### src/rtl/id_ex_pipe_reg_if.sv
`default_nettype none
// ============================================================================
// Module   : id_ex_pipe_reg_if
// Purpose  : Bundles the decode-side inputs, the EX-side registered outputs,
//            the stall/flush controls and the hazard/monitor outputs of the
//            ID->EX pipeline register into one interface.
// Modports : master - decode stage / control side (drives ID_*, stall, flush;
//                     observes EX_*, load_use_hazard, bubble_count)
//            slave  - the pipeline register itself
// Revision : 1.0 - initial release
// ============================================================================
interface id_ex_pipe_reg_if #(
  parameter int DATA_W  = 32,
  parameter int REG_AW  = 3,
  parameter int IMM_W   = 8,
  parameter int OPC_W   = 5,
  parameter int ALUOP_W = 1,
  parameter int CNT_W   = 16
) ();

  // decode side
  logic               ID_valid;
  logic               stall;
  logic               flush;
  logic [OPC_W-1:0]   ID_opcode;
  logic               ID_regwrite;
  logic               ID_memtoreg;
  logic               ID_memread;
  logic               ID_memwrite;
  logic               ID_alusrc;
  logic               ID_regdist;
  logic [ALUOP_W-1:0] ID_aluop;
  logic               ID_uses_rt;
  logic [IMM_W-1:0]   ID_immediate;
  logic [REG_AW-1:0]  ID_rs;
  logic [REG_AW-1:0]  ID_rt;
  logic [REG_AW-1:0]  ID_rd;
  logic [DATA_W-1:0]  ID_rd1;
  logic [DATA_W-1:0]  ID_rd2;

  // execute side
  logic               EX_valid;
  logic [OPC_W-1:0]   EX_opcode;
  logic               EX_regwrite;
  logic               EX_memtoreg;
  logic               EX_memread;
  logic               EX_memwrite;
  logic               EX_alusrc;
  logic               EX_regdist;
  logic [ALUOP_W-1:0] EX_aluop;
  logic [IMM_W-1:0]   EX_immediate;
  logic [REG_AW-1:0]  EX_rs;
  logic [REG_AW-1:0]  EX_rt;
  logic [REG_AW-1:0]  EX_rd;
  logic [DATA_W-1:0]  EX_rd1;
  logic [DATA_W-1:0]  EX_rd2;

  logic               load_use_hazard;
  logic [CNT_W-1:0]   bubble_count;

  modport master (
    output ID_valid, stall, flush, ID_opcode, ID_regwrite, ID_memtoreg,
           ID_memread, ID_memwrite, ID_alusrc, ID_regdist, ID_aluop,
           ID_uses_rt, ID_immediate, ID_rs, ID_rt, ID_rd, ID_rd1, ID_rd2,
    input  EX_valid, EX_opcode, EX_regwrite, EX_memtoreg, EX_memread,
           EX_memwrite, EX_alusrc, EX_regdist, EX_aluop, EX_immediate,
           EX_rs, EX_rt, EX_rd, EX_rd1, EX_rd2, load_use_hazard, bubble_count
  );

  modport slave (
    input  ID_valid, stall, flush, ID_opcode, ID_regwrite, ID_memtoreg,
           ID_memread, ID_memwrite, ID_alusrc, ID_regdist, ID_aluop,
           ID_uses_rt, ID_immediate, ID_rs, ID_rt, ID_rd, ID_rd1, ID_rd2,
    output EX_valid, EX_opcode, EX_regwrite, EX_memtoreg, EX_memread,
           EX_memwrite, EX_alusrc, EX_regdist, EX_aluop, EX_immediate,
           EX_rs, EX_rt, EX_rd, EX_rd1, EX_rd2, load_use_hazard, bubble_count
  );

endinterface
`default_nettype wire

### src/rtl/id_ex_pipe_reg.sv
`default_nettype none
// ============================================================================
// Module   : id_ex_pipe_reg
// Purpose  : ID->EX pipeline register with valid bit, external stall/flush,
//            built-in load-use hazard detection with automatic bubble
//            insertion and a saturating bubble counter.
// Ports    : clk  - pipeline clock, rising edge
//            rst  - asynchronous active-high reset
//            bus  - id_ex_pipe_reg_if.slave: ID_* in, EX_* out, stall, flush,
//                   load_use_hazard (combinational), bubble_count
// Revision : 1.0 - initial release
// ============================================================================
module id_ex_pipe_reg #(
  parameter int DATA_W       = 32,
  parameter int REG_AW       = 3,
  parameter int IMM_W        = 8,
  parameter int OPC_W        = 5,
  parameter int ALUOP_W      = 1,
  parameter int CNT_W        = 16,
  parameter int R0_HARDWIRED = 1
) (
  input  wire logic          clk,
  input  wire logic          rst,
  id_ex_pipe_reg_if.slave    bus
);

  localparam logic [CNT_W-1:0] C_CNT_ONE = {{(CNT_W-1){1'b0}}, 1'b1};
  localparam logic [CNT_W-1:0] C_CNT_MAX = {CNT_W{1'b1}};

  // Whole EX-side state in one record so a bubble/reset is a single clear.
  typedef struct packed {
    logic               valid;
    logic [OPC_W-1:0]   opcode;
    logic               regwrite;
    logic               memtoreg;
    logic               memread;
    logic               memwrite;
    logic               alusrc;
    logic               regdist;
    logic [ALUOP_W-1:0] aluop;
    logic [IMM_W-1:0]   immediate;
    logic [REG_AW-1:0]  rs;
    logic [REG_AW-1:0]  rt;
    logic [REG_AW-1:0]  rd;
    logic [DATA_W-1:0]  rd1;
    logic [DATA_W-1:0]  rd2;
  } ex_state_t;

  ex_state_t         r_ex;
  logic [CNT_W-1:0]  r_bubble_cnt;

  logic [REG_AW-1:0] w_ex_dst;
  logic              w_dst_match;
  logic              w_dst_ok;
  logic              w_hazard;
  logic              w_bubble;
  logic              w_load;

  // Destination register of the instruction currently in EX.
  assign w_ex_dst    = r_ex.regdist ? r_ex.rd : r_ex.rt;
  assign w_dst_match = (w_ex_dst == bus.ID_rs) |
                       (bus.ID_uses_rt & (w_ex_dst == bus.ID_rt));

  generate
    if (R0_HARDWIRED != 0) begin : g_r0_filter
      // Loads to r0 are discarded, so they can never feed a dependant.
      assign w_dst_ok = (w_ex_dst != '0);
    end else begin : g_r0_plain
      assign w_dst_ok = 1'b1;
    end
  endgenerate

  assign w_hazard = r_ex.valid & r_ex.memread & bus.ID_valid & w_dst_match & w_dst_ok;

  // Flush wins over stall; stall suppresses the hazard bubble (the hazard is
  // simply re-evaluated once the stall lifts).
  assign w_bubble = bus.flush | (~bus.stall & w_hazard);
  assign w_load   = ~bus.flush & ~bus.stall & ~w_hazard;

  always_ff @(posedge clk or posedge rst) begin
    if (rst) begin
      r_ex         <= '0;
      r_bubble_cnt <= '0;
    end else if (w_bubble) begin
      r_ex <= '0;
      if (r_bubble_cnt != C_CNT_MAX) begin
        r_bubble_cnt <= r_bubble_cnt + C_CNT_ONE;
      end
    end else if (w_load) begin
      r_ex.valid     <= bus.ID_valid;
      r_ex.opcode    <= bus.ID_opcode;
      r_ex.regwrite  <= bus.ID_regwrite;
      r_ex.memtoreg  <= bus.ID_memtoreg;
      r_ex.memread   <= bus.ID_memread;
      r_ex.memwrite  <= bus.ID_memwrite;
      r_ex.alusrc    <= bus.ID_alusrc;
      r_ex.regdist   <= bus.ID_regdist;
      r_ex.aluop     <= bus.ID_aluop;
      r_ex.immediate <= bus.ID_immediate;
      r_ex.rs        <= bus.ID_rs;
      r_ex.rt        <= bus.ID_rt;
      r_ex.rd        <= bus.ID_rd;
      r_ex.rd1       <= bus.ID_rd1;
      r_ex.rd2       <= bus.ID_rd2;
    end
  end

  assign bus.EX_valid        = r_ex.valid;
  assign bus.EX_opcode       = r_ex.opcode;
  assign bus.EX_regwrite     = r_ex.regwrite;
  assign bus.EX_memtoreg     = r_ex.memtoreg;
  assign bus.EX_memread      = r_ex.memread;
  assign bus.EX_memwrite     = r_ex.memwrite;
  assign bus.EX_alusrc       = r_ex.alusrc;
  assign bus.EX_regdist      = r_ex.regdist;
  assign bus.EX_aluop        = r_ex.aluop;
  assign bus.EX_immediate    = r_ex.immediate;
  assign bus.EX_rs           = r_ex.rs;
  assign bus.EX_rt           = r_ex.rt;
  assign bus.EX_rd           = r_ex.rd;
  assign bus.EX_rd1          = r_ex.rd1;
  assign bus.EX_rd2          = r_ex.rd2;
  assign bus.load_use_hazard = w_hazard;
  assign bus.bubble_count    = r_bubble_cnt;

endmodule
`default_nettype wire

### src/flat_wrapper.sv
// flat-port wrapper written by rule: the top's interface ports become plain ports
module id_ex_pipe_reg_flat 
#(
  parameter int DATA_W       = 32,
  parameter int REG_AW       = 3,
  parameter int IMM_W        = 8,
  parameter int OPC_W        = 5,
  parameter int ALUOP_W      = 1,
  parameter int CNT_W        = 16,
  parameter int R0_HARDWIRED = 1
)
  (clk, rst, bus_ID_valid, bus_stall, bus_flush, bus_ID_opcode, bus_ID_regwrite, bus_ID_memtoreg, bus_ID_memread, bus_ID_memwrite, bus_ID_alusrc, bus_ID_regdist, bus_ID_aluop, bus_ID_uses_rt, bus_ID_immediate, bus_ID_rs, bus_ID_rt, bus_ID_rd, bus_ID_rd1, bus_ID_rd2, bus_EX_valid, bus_EX_opcode, bus_EX_regwrite, bus_EX_memtoreg, bus_EX_memread, bus_EX_memwrite, bus_EX_alusrc, bus_EX_regdist, bus_EX_aluop, bus_EX_immediate, bus_EX_rs, bus_EX_rt, bus_EX_rd, bus_EX_rd1, bus_EX_rd2, bus_load_use_hazard, bus_bubble_count);
  id_ex_pipe_reg_if #(.DATA_W(DATA_W), .REG_AW(REG_AW), .IMM_W(IMM_W), .OPC_W(OPC_W), .ALUOP_W(ALUOP_W), .CNT_W(CNT_W)) bus_i ();
  input  wire logic clk;
  input  wire logic rst;
  input wire logic [$bits(bus_i.ID_valid)-1:0] bus_ID_valid;
  input wire logic [$bits(bus_i.stall)-1:0] bus_stall;
  input wire logic [$bits(bus_i.flush)-1:0] bus_flush;
  input wire logic [$bits(bus_i.ID_opcode)-1:0] bus_ID_opcode;
  input wire logic [$bits(bus_i.ID_regwrite)-1:0] bus_ID_regwrite;
  input wire logic [$bits(bus_i.ID_memtoreg)-1:0] bus_ID_memtoreg;
  input wire logic [$bits(bus_i.ID_memread)-1:0] bus_ID_memread;
  input wire logic [$bits(bus_i.ID_memwrite)-1:0] bus_ID_memwrite;
  input wire logic [$bits(bus_i.ID_alusrc)-1:0] bus_ID_alusrc;
  input wire logic [$bits(bus_i.ID_regdist)-1:0] bus_ID_regdist;
  input wire logic [$bits(bus_i.ID_aluop)-1:0] bus_ID_aluop;
  input wire logic [$bits(bus_i.ID_uses_rt)-1:0] bus_ID_uses_rt;
  input wire logic [$bits(bus_i.ID_immediate)-1:0] bus_ID_immediate;
  input wire logic [$bits(bus_i.ID_rs)-1:0] bus_ID_rs;
  input wire logic [$bits(bus_i.ID_rt)-1:0] bus_ID_rt;
  input wire logic [$bits(bus_i.ID_rd)-1:0] bus_ID_rd;
  input wire logic [$bits(bus_i.ID_rd1)-1:0] bus_ID_rd1;
  input wire logic [$bits(bus_i.ID_rd2)-1:0] bus_ID_rd2;
  output wire logic [$bits(bus_i.EX_valid)-1:0] bus_EX_valid;
  output wire logic [$bits(bus_i.EX_opcode)-1:0] bus_EX_opcode;
  output wire logic [$bits(bus_i.EX_regwrite)-1:0] bus_EX_regwrite;
  output wire logic [$bits(bus_i.EX_memtoreg)-1:0] bus_EX_memtoreg;
  output wire logic [$bits(bus_i.EX_memread)-1:0] bus_EX_memread;
  output wire logic [$bits(bus_i.EX_memwrite)-1:0] bus_EX_memwrite;
  output wire logic [$bits(bus_i.EX_alusrc)-1:0] bus_EX_alusrc;
  output wire logic [$bits(bus_i.EX_regdist)-1:0] bus_EX_regdist;
  output wire logic [$bits(bus_i.EX_aluop)-1:0] bus_EX_aluop;
  output wire logic [$bits(bus_i.EX_immediate)-1:0] bus_EX_immediate;
  output wire logic [$bits(bus_i.EX_rs)-1:0] bus_EX_rs;
  output wire logic [$bits(bus_i.EX_rt)-1:0] bus_EX_rt;
  output wire logic [$bits(bus_i.EX_rd)-1:0] bus_EX_rd;
  output wire logic [$bits(bus_i.EX_rd1)-1:0] bus_EX_rd1;
  output wire logic [$bits(bus_i.EX_rd2)-1:0] bus_EX_rd2;
  output wire logic [$bits(bus_i.load_use_hazard)-1:0] bus_load_use_hazard;
  output wire logic [$bits(bus_i.bubble_count)-1:0] bus_bubble_count;
  assign bus_i.ID_valid = bus_ID_valid;
  assign bus_i.stall = bus_stall;
  assign bus_i.flush = bus_flush;
  assign bus_i.ID_opcode = bus_ID_opcode;
  assign bus_i.ID_regwrite = bus_ID_regwrite;
  assign bus_i.ID_memtoreg = bus_ID_memtoreg;
  assign bus_i.ID_memread = bus_ID_memread;
  assign bus_i.ID_memwrite = bus_ID_memwrite;
  assign bus_i.ID_alusrc = bus_ID_alusrc;
  assign bus_i.ID_regdist = bus_ID_regdist;
  assign bus_i.ID_aluop = bus_ID_aluop;
  assign bus_i.ID_uses_rt = bus_ID_uses_rt;
  assign bus_i.ID_immediate = bus_ID_immediate;
  assign bus_i.ID_rs = bus_ID_rs;
  assign bus_i.ID_rt = bus_ID_rt;
  assign bus_i.ID_rd = bus_ID_rd;
  assign bus_i.ID_rd1 = bus_ID_rd1;
  assign bus_i.ID_rd2 = bus_ID_rd2;
  assign bus_EX_valid = bus_i.EX_valid;
  assign bus_EX_opcode = bus_i.EX_opcode;
  assign bus_EX_regwrite = bus_i.EX_regwrite;
  assign bus_EX_memtoreg = bus_i.EX_memtoreg;
  assign bus_EX_memread = bus_i.EX_memread;
  assign bus_EX_memwrite = bus_i.EX_memwrite;
  assign bus_EX_alusrc = bus_i.EX_alusrc;
  assign bus_EX_regdist = bus_i.EX_regdist;
  assign bus_EX_aluop = bus_i.EX_aluop;
  assign bus_EX_immediate = bus_i.EX_immediate;
  assign bus_EX_rs = bus_i.EX_rs;
  assign bus_EX_rt = bus_i.EX_rt;
  assign bus_EX_rd = bus_i.EX_rd;
  assign bus_EX_rd1 = bus_i.EX_rd1;
  assign bus_EX_rd2 = bus_i.EX_rd2;
  assign bus_load_use_hazard = bus_i.load_use_hazard;
  assign bus_bubble_count = bus_i.bubble_count;
  id_ex_pipe_reg #(.DATA_W(DATA_W), .REG_AW(REG_AW), .IMM_W(IMM_W), .OPC_W(OPC_W), .ALUOP_W(ALUOP_W), .CNT_W(CNT_W), .R0_HARDWIRED(R0_HARDWIRED)) u_core (.clk(clk), .rst(rst), .bus(bus_i));
endmodule
### config.mk
export PLATFORM = sky130hd
export DESIGN_NAME = id_ex_pipe_reg_flat
export DESIGN_NICKNAME = d
export VERILOG_FILES = /design/src/rtl/id_ex_pipe_reg_if.sv /design/src/rtl/id_ex_pipe_reg.sv /design/src/flat_wrapper.sv
export SDC_FILE = /design/constraint.sdc
export NUM_CORES = 1
export LEC_CHECK = 0
export CAP_MARGIN = 10
export CORE_MARGIN = 1.5
export CORE_UTILIZATION = 44
export CTS_CLUSTER_DIAMETER = 80
export DETAILED_ROUTE_END_ITERATION = 10
export HOLD_SLACK_MARGIN = 0.08
export PLACE_DENSITY_LB_ADDON = 0.15
export SLEW_MARGIN = 20
export SYNTH_ARGS = -nofsm -noshare
export SYNTH_HDL_FRONTEND = slang
export SYNTH_SLANG_ARGS = --single-unit
export TNS_END_PERCENT = 5
### constraint.sdc
create_clock -name clk -period 6.55 [get_ports clk]
set_clock_uncertainty 0.2 [all_clocks]
set_input_delay 0.655 -clock clk [delete_from_list [all_inputs] [get_ports clk]]
set_output_delay 0.655 -clock clk [all_outputs]
set_load 0.005 [all_outputs]
==> results.cfg, run 1 <==
[route]
detail_route.vias_per_cell = 5.14
drt-initial-drc-count = 267
postRouteAntennaNets = 0
wire_per_inst_um = 16.7
routed_wirelength_mm = 12.7
num_vias = 3909
drc = 0
first_pass_iters = 4

[placed_design]
hpwl_mm = 9.01
io_buffer_count = 209
routabilityCongestion = 0.853

[layout]
drive_gt1_frac = 0.0605
fillerInstances = 731
nets = 723
final_core_utilization = 0.701
antenna_cells = 0
multi_input_area_sq_mm = 0.00163
regArea_sq_mm = 0.00275
area_growth_pct = 53.2

[power_and_ir_drop]
p_sw_w = 0.000430
p_leak_nw = 3.00
power_density_mw_per_mm2 = 219
p_sw_frac = 0.285
combPwrFrac = 0.216
internal_power_w = 0.00108
power_frac_clock = 0.262
ir_worst_vdd_mv = 0.187
seqPwrFrac = 0.521

[status]
outcome = finished, final reports clean

[yosys]
ys.flop_type = dfrtp_1
synth.most_common_cell = nand2_1
synth_common_cells = nand2_1, dfrtp_1, a21oi_1, a22o_1, clkbuf_1
synth_top_area_cell = dfrtp_1
synth_fp_nets = 527
ys_warn_count = 0
synth.avg_cell_area_sq_um = 10.6
synth_area_leaders = dfrtp_1, nand2_1, a21oi_1, a22o_1, xnor2_1
async_flop_share = 1.00
ys_seq_area_frac = 0.610
synth.distinct_cells = 35
syn_inst = 427
synth_edf_count = 0
netlist.area_leader.share = 0.610
syn_area_sq_mm = 0.00451
synth-seq-cells = 110

[die]
die_area_sq_mm = 0.0109
rows = 36
dieWidth_um = 104
ios = 210
start_util = 0.458
die_y_um = 104
core-area_sq_mm = 0.00986

[sta]
hold_ws_ns = 0.306
max_freq_mhz = 306
setup_viol = 0
setup_tns_ns = 0
fin_crit_sh = 0.499
tightest_slew_ns = 0.831
rsz0062_at_grt = false
min_period_ns = 3.27
slew_headroom = 0.446
slew_violations = 0
final_hold_viol_count = 0

[grt]
grt_pass1_wl_mm = 20.4
grt.total_usage = 0.235
grt_pass1_vias = 3870
antenna_found_initial = 0
grt_max_degree = 92
overflow = 0

[clock_tree]
cts_max_level = 3
postCtsHoldBufs = 0
clock_path_buffers = 2
clkSlewWorstSetupHoldPaths_ns = 0.11
cts_sinks = 110
cts_tree = done
cts_resized = 0
insertion_delay_ns = 0.37
post_cts_buffers = 0
cts-root-buf = clkbuf_8
numCtsBuffers = 9

[critical_path]
reg2reg_to = u_core.bus.bubble_count[1]
end_kind = primary output
cp.arrival_ns = 2.42
r2r_slack_ns = 3.33
required_ns = 5.69
worstPathMaxFanout = 7
reg2reg_depth = 8
r2r_start = u_core.bus.EX_regdist
startpoint_type = flop
path_class = flop to primary output

[worst_hold_path]
min_path_type = flop to flop
min_path_cells = 1
worstHoldEndpoint = u_core.bus.bubble_count[11]
worst_hold_startpoint = u_core.bus.bubble_count[11]

[flow_run]
cap_violations = 0
==> placed cells by master, fill, tap and decap left out, types with 2 or more instances in the layout <==
cell type        count
a21oi_1             62
a22o_1              35
and3_1               3
buf_4                3
clkbuf_8             9
clkdlybuf4s50_1    209
clkinvlp_4           2
dfrtp_1            110
inv_1                3
inv_8                3
mux2i_1              3
nand2_1            123
nand3_1              7
nand4_1              3
nor2_1               5
nor3_1               2
nor4b_4              2
o2111ai_1            2
or2_2                2
xnor2_1              9
xor2_1               9
==> power by group through the flow <==
stage	logic (W)	registers [W]	clock network, W
floorplan	0.000120	0.000796	0
detailed placement	0.000329	0.000799	0
CTS	0.000331	0.000788	0.000409
global placement	0.000320	0.000798	0
global route	0.000356	0.000796	0.000436
finish	0.000327	0.000788	0.000397
==> registers in the layout, indices dropped and copies added, names as in the netlist <==
register                 cells
u_core.bus.EX_rd1           32
u_core.bus.EX_immediate      8
u_core.bus.EX_regwrite       1
u_core.bus.EX_memwrite       1
u_core.bus.EX_rd2           32
u_core.bus.EX_rs             3
u_core.bus.EX_aluop          1
u_core.bus.EX_alusrc         1
u_core.bus.EX_memread        1
u_core.bus.bubble_count     16
u_core.bus.EX_memtoreg       1
u_core.bus.EX_rt             3
u_core.bus.EX_rd             3
u_core.bus.EX_regdist        1
u_core.bus.EX_valid          1
u_core.bus.EX_opcode         5
==> worst max path at each step <==
stage	endpoint	slack, ns	startpoint	cells past startpoint
after global placement	u_core.bus.EX_rd1[26]	3.17	bus_stall	6
final	bus_load_use_hazard	3.28	u_core.bus.EX_regdist	5
after floorplan	u_core.bus.EX_aluop	2.79	rst	1
after CTS	bus_load_use_hazard	3.26	u_core.bus.EX_regdist	5
after global routing	bus_load_use_hazard	3.11	u_core.bus.EX_regdist	5
after detailed placement	u_core.bus.bubble_count[1]	3.12	bus_ID_rs[2]	8
==> routing by layer <==
metal | global-route usage | up-vias | wire (um) | part of all wire
met5 | 0 | - | 0 | 0
met4 | 0.0694 | 0 | 249 | 0.020
met3 | 0.0495 | 17 | 560 | 0.044
met2 | 0.403 | 124 | 6460 | 0.51
met1 | 0.300 | 1925 | 5450 | 0.43
li1 | - | 1843 | - | -
==> area by class of cell <==
| type | instances | area share |
|---|---|---|
| sequential | 110 | 0.398 |
| timing repair buffer | 214 | 0.311 |
| inverter | 4 | 0.00253 |
| tap | 133 | 0.0241 |
| clock buffer | 9 | 0.0179 |
| clock inverter | 7 | 0.00959 |
| multi-input combinational | 284 | 0.236 |
==> metrics by stage <==
stage	instances	area, sq um	setup WS (ns)	total power, W
floorplan	427	4510	2.79	0.000915
global placement	744	6690	3.17	0.00112
detailed placement	745	6720	3.12	0.00113
CTS	761	6910	3.26	0.00153
global route	761	6910	3.11	0.00159
finish	761	6910	3.28	0.00151
==> cells by family after synthesis <==
kind of cell | Yosys count | synth area share
buffers and inverters | 33 | 0.0327
AOI/OAI and AO/OA | 104 | 0.150
and+or+nand+nor | 156 | 0.157
muxes | 5 | 0.0125
adders and majority gates | 1 | 0.00277
xor gates and xnor gates | 18 | 0.0349
DFF | 110 | 0.610
==> worst max-delay path, stage by stage (launching register included) <==
cell and delay, ns:
dfrtp_1 0.53, mux2i_1 0.41, xor2_1 0.19, nand3_1 0.12
a21oi_2 0.25, clkdlybuf4s50_1 0.56
Note: power is estimated with default switching activity, not from simulation.
==> run 2, diff against run 1 <==
--- a/config.mk
+++ b/config.mk
@@ -7,7 +7,7 @@
 export LEC_CHECK = 0
 export CAP_MARGIN = 10
 export CORE_MARGIN = 1.5
-export CORE_UTILIZATION = 44
+export CORE_UTILIZATION = 41
 export CTS_CLUSTER_DIAMETER = 80
 export DETAILED_ROUTE_END_ITERATION = 10
 export HOLD_SLACK_MARGIN = 0.08
==> constraint.sdc (replaced) <==
create_clock -name clk -period 3.2 [get_ports clk]
set_clock_uncertainty 0.2 [all_clocks]
set_input_delay 0.32 -clock clk [delete_from_list [all_inputs] [get_ports clk]]
set_output_delay 0.32 -clock clk [all_outputs]
set_load 0.005 [all_outputs]
==> run 2 against run 1 <==
- critical path depth did not move
- worst hold slack got worse by 0.078 ns
- power rose by 100%
- worst setup slack got worse by 3.0 ns
- combinational power rose by 110%
==> results.cfg, run 2 (synthesis results as in run 1) <==
[status]
outcome = finished, final reports clean

[layout]
antenna_cells = 0
layout_common_cells = clkdlybuf4s50_1, nand2_1, dfrtp_1
area_growth_pct = 53.7
layout_commonest_cell = clkdlybuf4s50_1
drive_gt1_frac = 0.0635
nets = 726

[sta]
setup_tns_ns = 0
final_hold_viol_count = 0
slew_headroom = 0.570
tightest_slew_ns = 0.644
setup_viol = 0
fin_ws_ns = 0.317
min_period_ns = 2.88
max_freq_mhz = 347
fin_crit_sh = 0.901
rsz0062_at_grt = false
slew_violations = 0

[power_and_ir_drop]
ir_worst_vdd_mv = 0.410
p_sw_frac = 0.270
internal_power_w = 0.00221
p_sw_w = 0.000817
combPwrFrac = 0.222
power_density_mw_per_mm2 = 437
seqPwrFrac = 0.530
power_frac_clock = 0.249
p_leak_nw = 3.01

[route]
num_vias = 3892
postRouteAntennaNets = 0
first_pass_iters = 4
drc = 0
wire_per_inst_um = 16.1
routed_wirelength_mm = 12.4
drt-initial-drc-count = 260
detail_route.vias_per_cell = 5.05

[critical_path]
critPathSlowestCell = clkdlybuf4s50_1
cp_cell_sequence = mux2i_1 -> xor2_1 -> nand4_1 -> a21oi_2 -> clkdlybuf4s50_1
worstPathMaxFanout = 7
path_class = flop to primary output
cp.arrival_ns = 2.36
critPathTopFamily = buffers and inverters
r2r_start = u_core.bus.EX_regdist
required_ns = 2.68
cp_num_buf_inv = 1
end_kind = primary output
startpoint_type = flop
worstSetupStartpoint = u_core.bus.EX_regdist
crit_path_max_incr_delay_ns = 0.58

[die]
die_y_um = 108
dieWidth_um = 108
rows = 38
ios = 210
start_util = 0.418
die_area_sq_mm = 0.0116
core-area_sq_mm = 0.0108

[worst_hold_path]
min_path_type = input port to asynchronous set/reset pin

[placed_design]
hpwl_mm = 8.79
place_ws_ns = 0.494
io_buffer_count = 209
routabilityCongestion = 0.884

[clock_tree]
cts_sinks = 110
cts_max_level = 3
cts_resized = 0
clock_path_buffers = 2
numCtsBuffers = 9
cts-root-buf = clkbuf_8
cts_tree = done
insertion_delay_ns = 0.35
clkSlewWorstSetupHoldPaths_ns = 0.10
post_cts_buffers = 0
postCtsHoldBufs = 0

[grt]
antenna_found_initial = 0
grt_max_degree = 111
grt.total_usage = 0.211
overflow = 0
grt_pass1_wl_mm = 18.9
grt_pass1_vias = 3675

[flow_run]
cap_violations = 0
[run 2: path summary, 6_finish.rpt]
| check | end | slack, ns | depth (start not counted) |
|---|---|---|---|
| hold / removal | u_core.bus.EX_rd1[16] | 0.23 | 3 |
| setup / recovery | bus_load_use_hazard | 0.32 | 5 |
| hold reg to reg | u_core.bus.bubble_count[9] | 0.30 | 1 |
| setup reg to reg | u_core.bus.EX_rd1[9] | 0.48 | 8 |
| min in group clk | u_core.bus.bubble_count[9] | 0.30 | 1 |
| max in group asynchronous | u_core.bus.EX_rd1[21] | 2.07 | 3 |
[run 2: metal layers]
| layer | share of wire | wire length (um) | GRT usage | up-vias |
|---|---|---|---|---|
| met2 | 0.50 | 6200 | 0.358 | 143 |
| li1 | - | - | - | 1843 |
| met4 | 0.022 | 269 | 0.0705 | 0 |
| met5 | 0 | 0 | 0 | - |
| met3 | 0.057 | 702 | 0.0339 | 19 |
| met1 | 0.42 | 5230 | 0.276 | 1887 |
[run 2: power by group through the flow]
stage / logic, W / clock network (W) / registers (W)
2_1_floorplan: 0.000245 / 0 / 0.00163
3_3_place_gp: 0.000667 / 0 / 0.00163
3_5_place_dp: 0.000677 / 0 / 0.00163
4_1_cts: 0.000680 / 0.000781 / 0.00161
5_1_grt: 0.000730 / 0.000834 / 0.00163
6_report: 0.000672 / 0.000753 / 0.00161
[run 2: final cells by class]
cell class | instances | area [sq um]
timing repair buffer | 217 | 2190
multi-input combinational | 284 | 1630
clock inverter | 5 | 35.0
sequential | 110 | 2750
fill | 916 | 3850
tap | 140 | 175
inverter | 4 | 18.8
clock buffer | 10 | 138
[run 2: worst register-to-register path, delay by kind of cell, from the launching register on]
kind / cells / cell delay [ns]
XOR/XNOR: 1 / 0.19
AO/OA/AOI/OAI: 3 / 0.70
multiplexers: 1 / 0.35
flip-flops: 1 / 0.50
AND/OR/NAND/NOR: 1 / 0.12
buffers and inverters: 2 / 0.53
[run 2: per-stage QoR]
step           hold slack [ns]   util  total power, W  instances  instance area [sq um]
6_report                 0.228  0.643         0.00303        770                   6940
5_1_grt                  0.287  0.643         0.00319        770                   6940
4_1_cts                  0.284  0.643         0.00307        770                   6940
3_5_place_dp             0.283  0.627         0.00231        755                   6770
3_3_place_gp             0.277  0.627         0.00230        755                   6770
2_1_floorplan            0.253      -         0.00187        427                   4520
==> run 3, diff against run 2 <==
--- a/config.mk
+++ b/config.mk
@@ -7,7 +7,7 @@
 export LEC_CHECK = 0
 export CAP_MARGIN = 10
 export CORE_MARGIN = 1.5
-export CORE_UTILIZATION = 41
+export CORE_UTILIZATION = 44
 export CTS_CLUSTER_DIAMETER = 80
 export DETAILED_ROUTE_END_ITERATION = 10
 export HOLD_SLACK_MARGIN = 0.08
==> constraint.sdc (replaced) <==
create_clock -name clk -period 3.7 [get_ports clk]
set_clock_uncertainty 0.2 [all_clocks]
set_input_delay 0.37 -clock clk [delete_from_list [all_inputs] [get_ports clk]]
set_output_delay 0.37 -clock clk [all_outputs]
set_load 0.005 [all_outputs]
==> run 3 against run 2 <==
- flip-flop and latch count unchanged
- clock power about the same
- critical path depth stayed put
- non-clock buffer count grew 1
- utilization is 6.2 points higher
- power down 10%
- die area shrank 6.6%
- critical path type unchanged
- largest power group unchanged
==> results.cfg, run 3 (synthesis results as in run 1) <==
[die]
start_util = 0.458
rows = 36
die_area_sq_mm = 0.0109
core-area_sq_mm = 0.00986
ios = 210
die_y_um = 104
dieWidth_um = 104

[sta]
fin_ws_ns = 0.752
fin_crit_sh = 0.797
setup_tns_ns = 0
min_period_ns = 2.95
slew_headroom = 0.456
setup_viol = 0
final_hold_viol_count = 0
max_freq_mhz = 339
rsz0062_at_grt = false
tightest_slew_ns = 0.816
slew_violations = 0

[route]
first_pass_iters = 4
drc = 0
routed_wirelength_mm = 12.5
postRouteAntennaNets = 0
drt-initial-drc-count = 174
detail_route.vias_per_cell = 5.16
num_vias = 3932
wire_per_inst_um = 16.4

[critical_path]
cp.arrival_ns = 2.38
required_ns = 3.13
r2r_start = u_core.bus.EX_regdist
reg2reg_depth = 7
startpoint_type = flop
end_kind = primary output
r2r_slack_ns = 0.84
crit_end = bus_load_use_hazard
worstPathMaxFanout = 7
path_class = flop to primary output
worstSetupStartpoint = u_core.bus.EX_regdist
reg2reg_to = u_core.bus.bubble_count[1]

[grt]
grt_pass1_wl_mm = 20.6
grt_pass1_vias = 3901
antenna_found_initial = 0
overflow = 0
grt.total_usage = 0.237
grt_max_degree = 67

[clock_tree]
post_cts_buffers = 0
clkSlewWorstSetupHoldPaths_ns = 0.09
cts-root-buf = clkbuf_8
cts_resized = 0
insertion_delay_ns = 0.36
cts_tree = done
cts_sinks = 110
cts_max_level = 3
clock_path_buffers = 2
numCtsBuffers = 9
postCtsHoldBufs = 0

[layout]
nets = 727
final_core_utilization = 0.704
area_growth_pct = 54.0
stdcell_count = 762
antenna_cells = 0
layout_commonest_cell = clkdlybuf4s50_1
layout_common_cells = clkdlybuf4s50_1, nand2_1, dfrtp_1
drive_gt1_frac = 0.0620

[power_and_ir_drop]
fin_total_pwr_w = 0.00272
p_leak_nw = 3.02
p_sw_w = 0.000697
combPwrFrac = 0.213
power_frac_clock = 0.276
seqPwrFrac = 0.511
internal_power_w = 0.00203
ir_worst_vdd_mv = 0.305
power_density_mw_per_mm2 = 392
p_sw_frac = 0.256

[placed_design]
io_buffer_count = 209
place_ws_ns = 0.837
dp_cells = 749
hpwl_mm = 9.20
routabilityCongestion = 0.917

[worst_hold_path]
min_path_type = flop to flop

[flow_run]
cap_violations = 0

[status]
outcome = finished, final reports clean
run 3: power by group through the flow:
stage | Sequential [W] | Clock, W | Combinational, W
finish | 0.00139 | 0.000751 | 0.000580
global route | 0.00141 | 0.000814 | 0.000638
CTS | 0.00139 | 0.000766 | 0.000589
detailed placement | 0.00141 | 0 | 0.000587
global placement | 0.00141 | 0 | 0.000577
floorplan | 0.00141 | 0 | 0.000212
run 3: routing by layer:
layer | up-vias | global-route usage | part of all wire
met1 | 1929 | 0.306 | 0.43
met2 | 128 | 0.397 | 0.50
met3 | 23 | 0.0432 | 0.048
met5 | - | 0 | 0
met4 | 0 | 0.0923 | 0.028
li1 | 1852 | - | -
run 3: layout make-up:
cell class / count / area, sq um
multi-input combinational: 284 / 1630
inverter: 4 / 17.5
sequential: 110 / 2750
tap: 133 / 166
timing repair buffer: 218 / 2180
clock buffer: 9 / 124
clock inverter: 4 / 73.8
fill: 764 / 2920
run 3: worst min path at each step:
| stage | start | end | slack [ns] | cells past startpoint |
|---|---|---|---|---|
| 5_1_grt | u_core.bus.bubble_count[9] | u_core.bus.bubble_count[9] | 0.33 | 1 |
| 3_5_place_dp | u_core.bus.bubble_count[9] | u_core.bus.bubble_count[9] | 0.29 | 1 |
| 3_3_place_gp | u_core.bus.bubble_count[9] | u_core.bus.bubble_count[9] | 0.28 | 1 |
| 4_1_cts | u_core.bus.bubble_count[9] | u_core.bus.bubble_count[9] | 0.31 | 1 |
| 2_1_floorplan | u_core.bus.bubble_count[11] | u_core.bus.bubble_count[11] | 0.28 | 1 |
| 6_report | u_core.bus.bubble_count[9] | u_core.bus.bubble_count[9] | 0.30 | 1 |
run 3: per-stage QoR:
stage / cell area (sq um) / hold WS, ns
final: 6950 / 0.303
after global routing: 6950 / 0.327
after CTS: 6950 / 0.306
after detailed placement: 6750 / 0.286
after global placement: 6750 / 0.280
after floorplan: 4510 / 0.277
run 3: critical path, stage by stage, from the launching register on:
cell and delay, ns:
dfrtp_1 0.50, mux2i_1 0.35, xor2_1 0.20, nand4_1 0.12
a21oi_2 0.28, clkdlybuf4s50_1 0.58
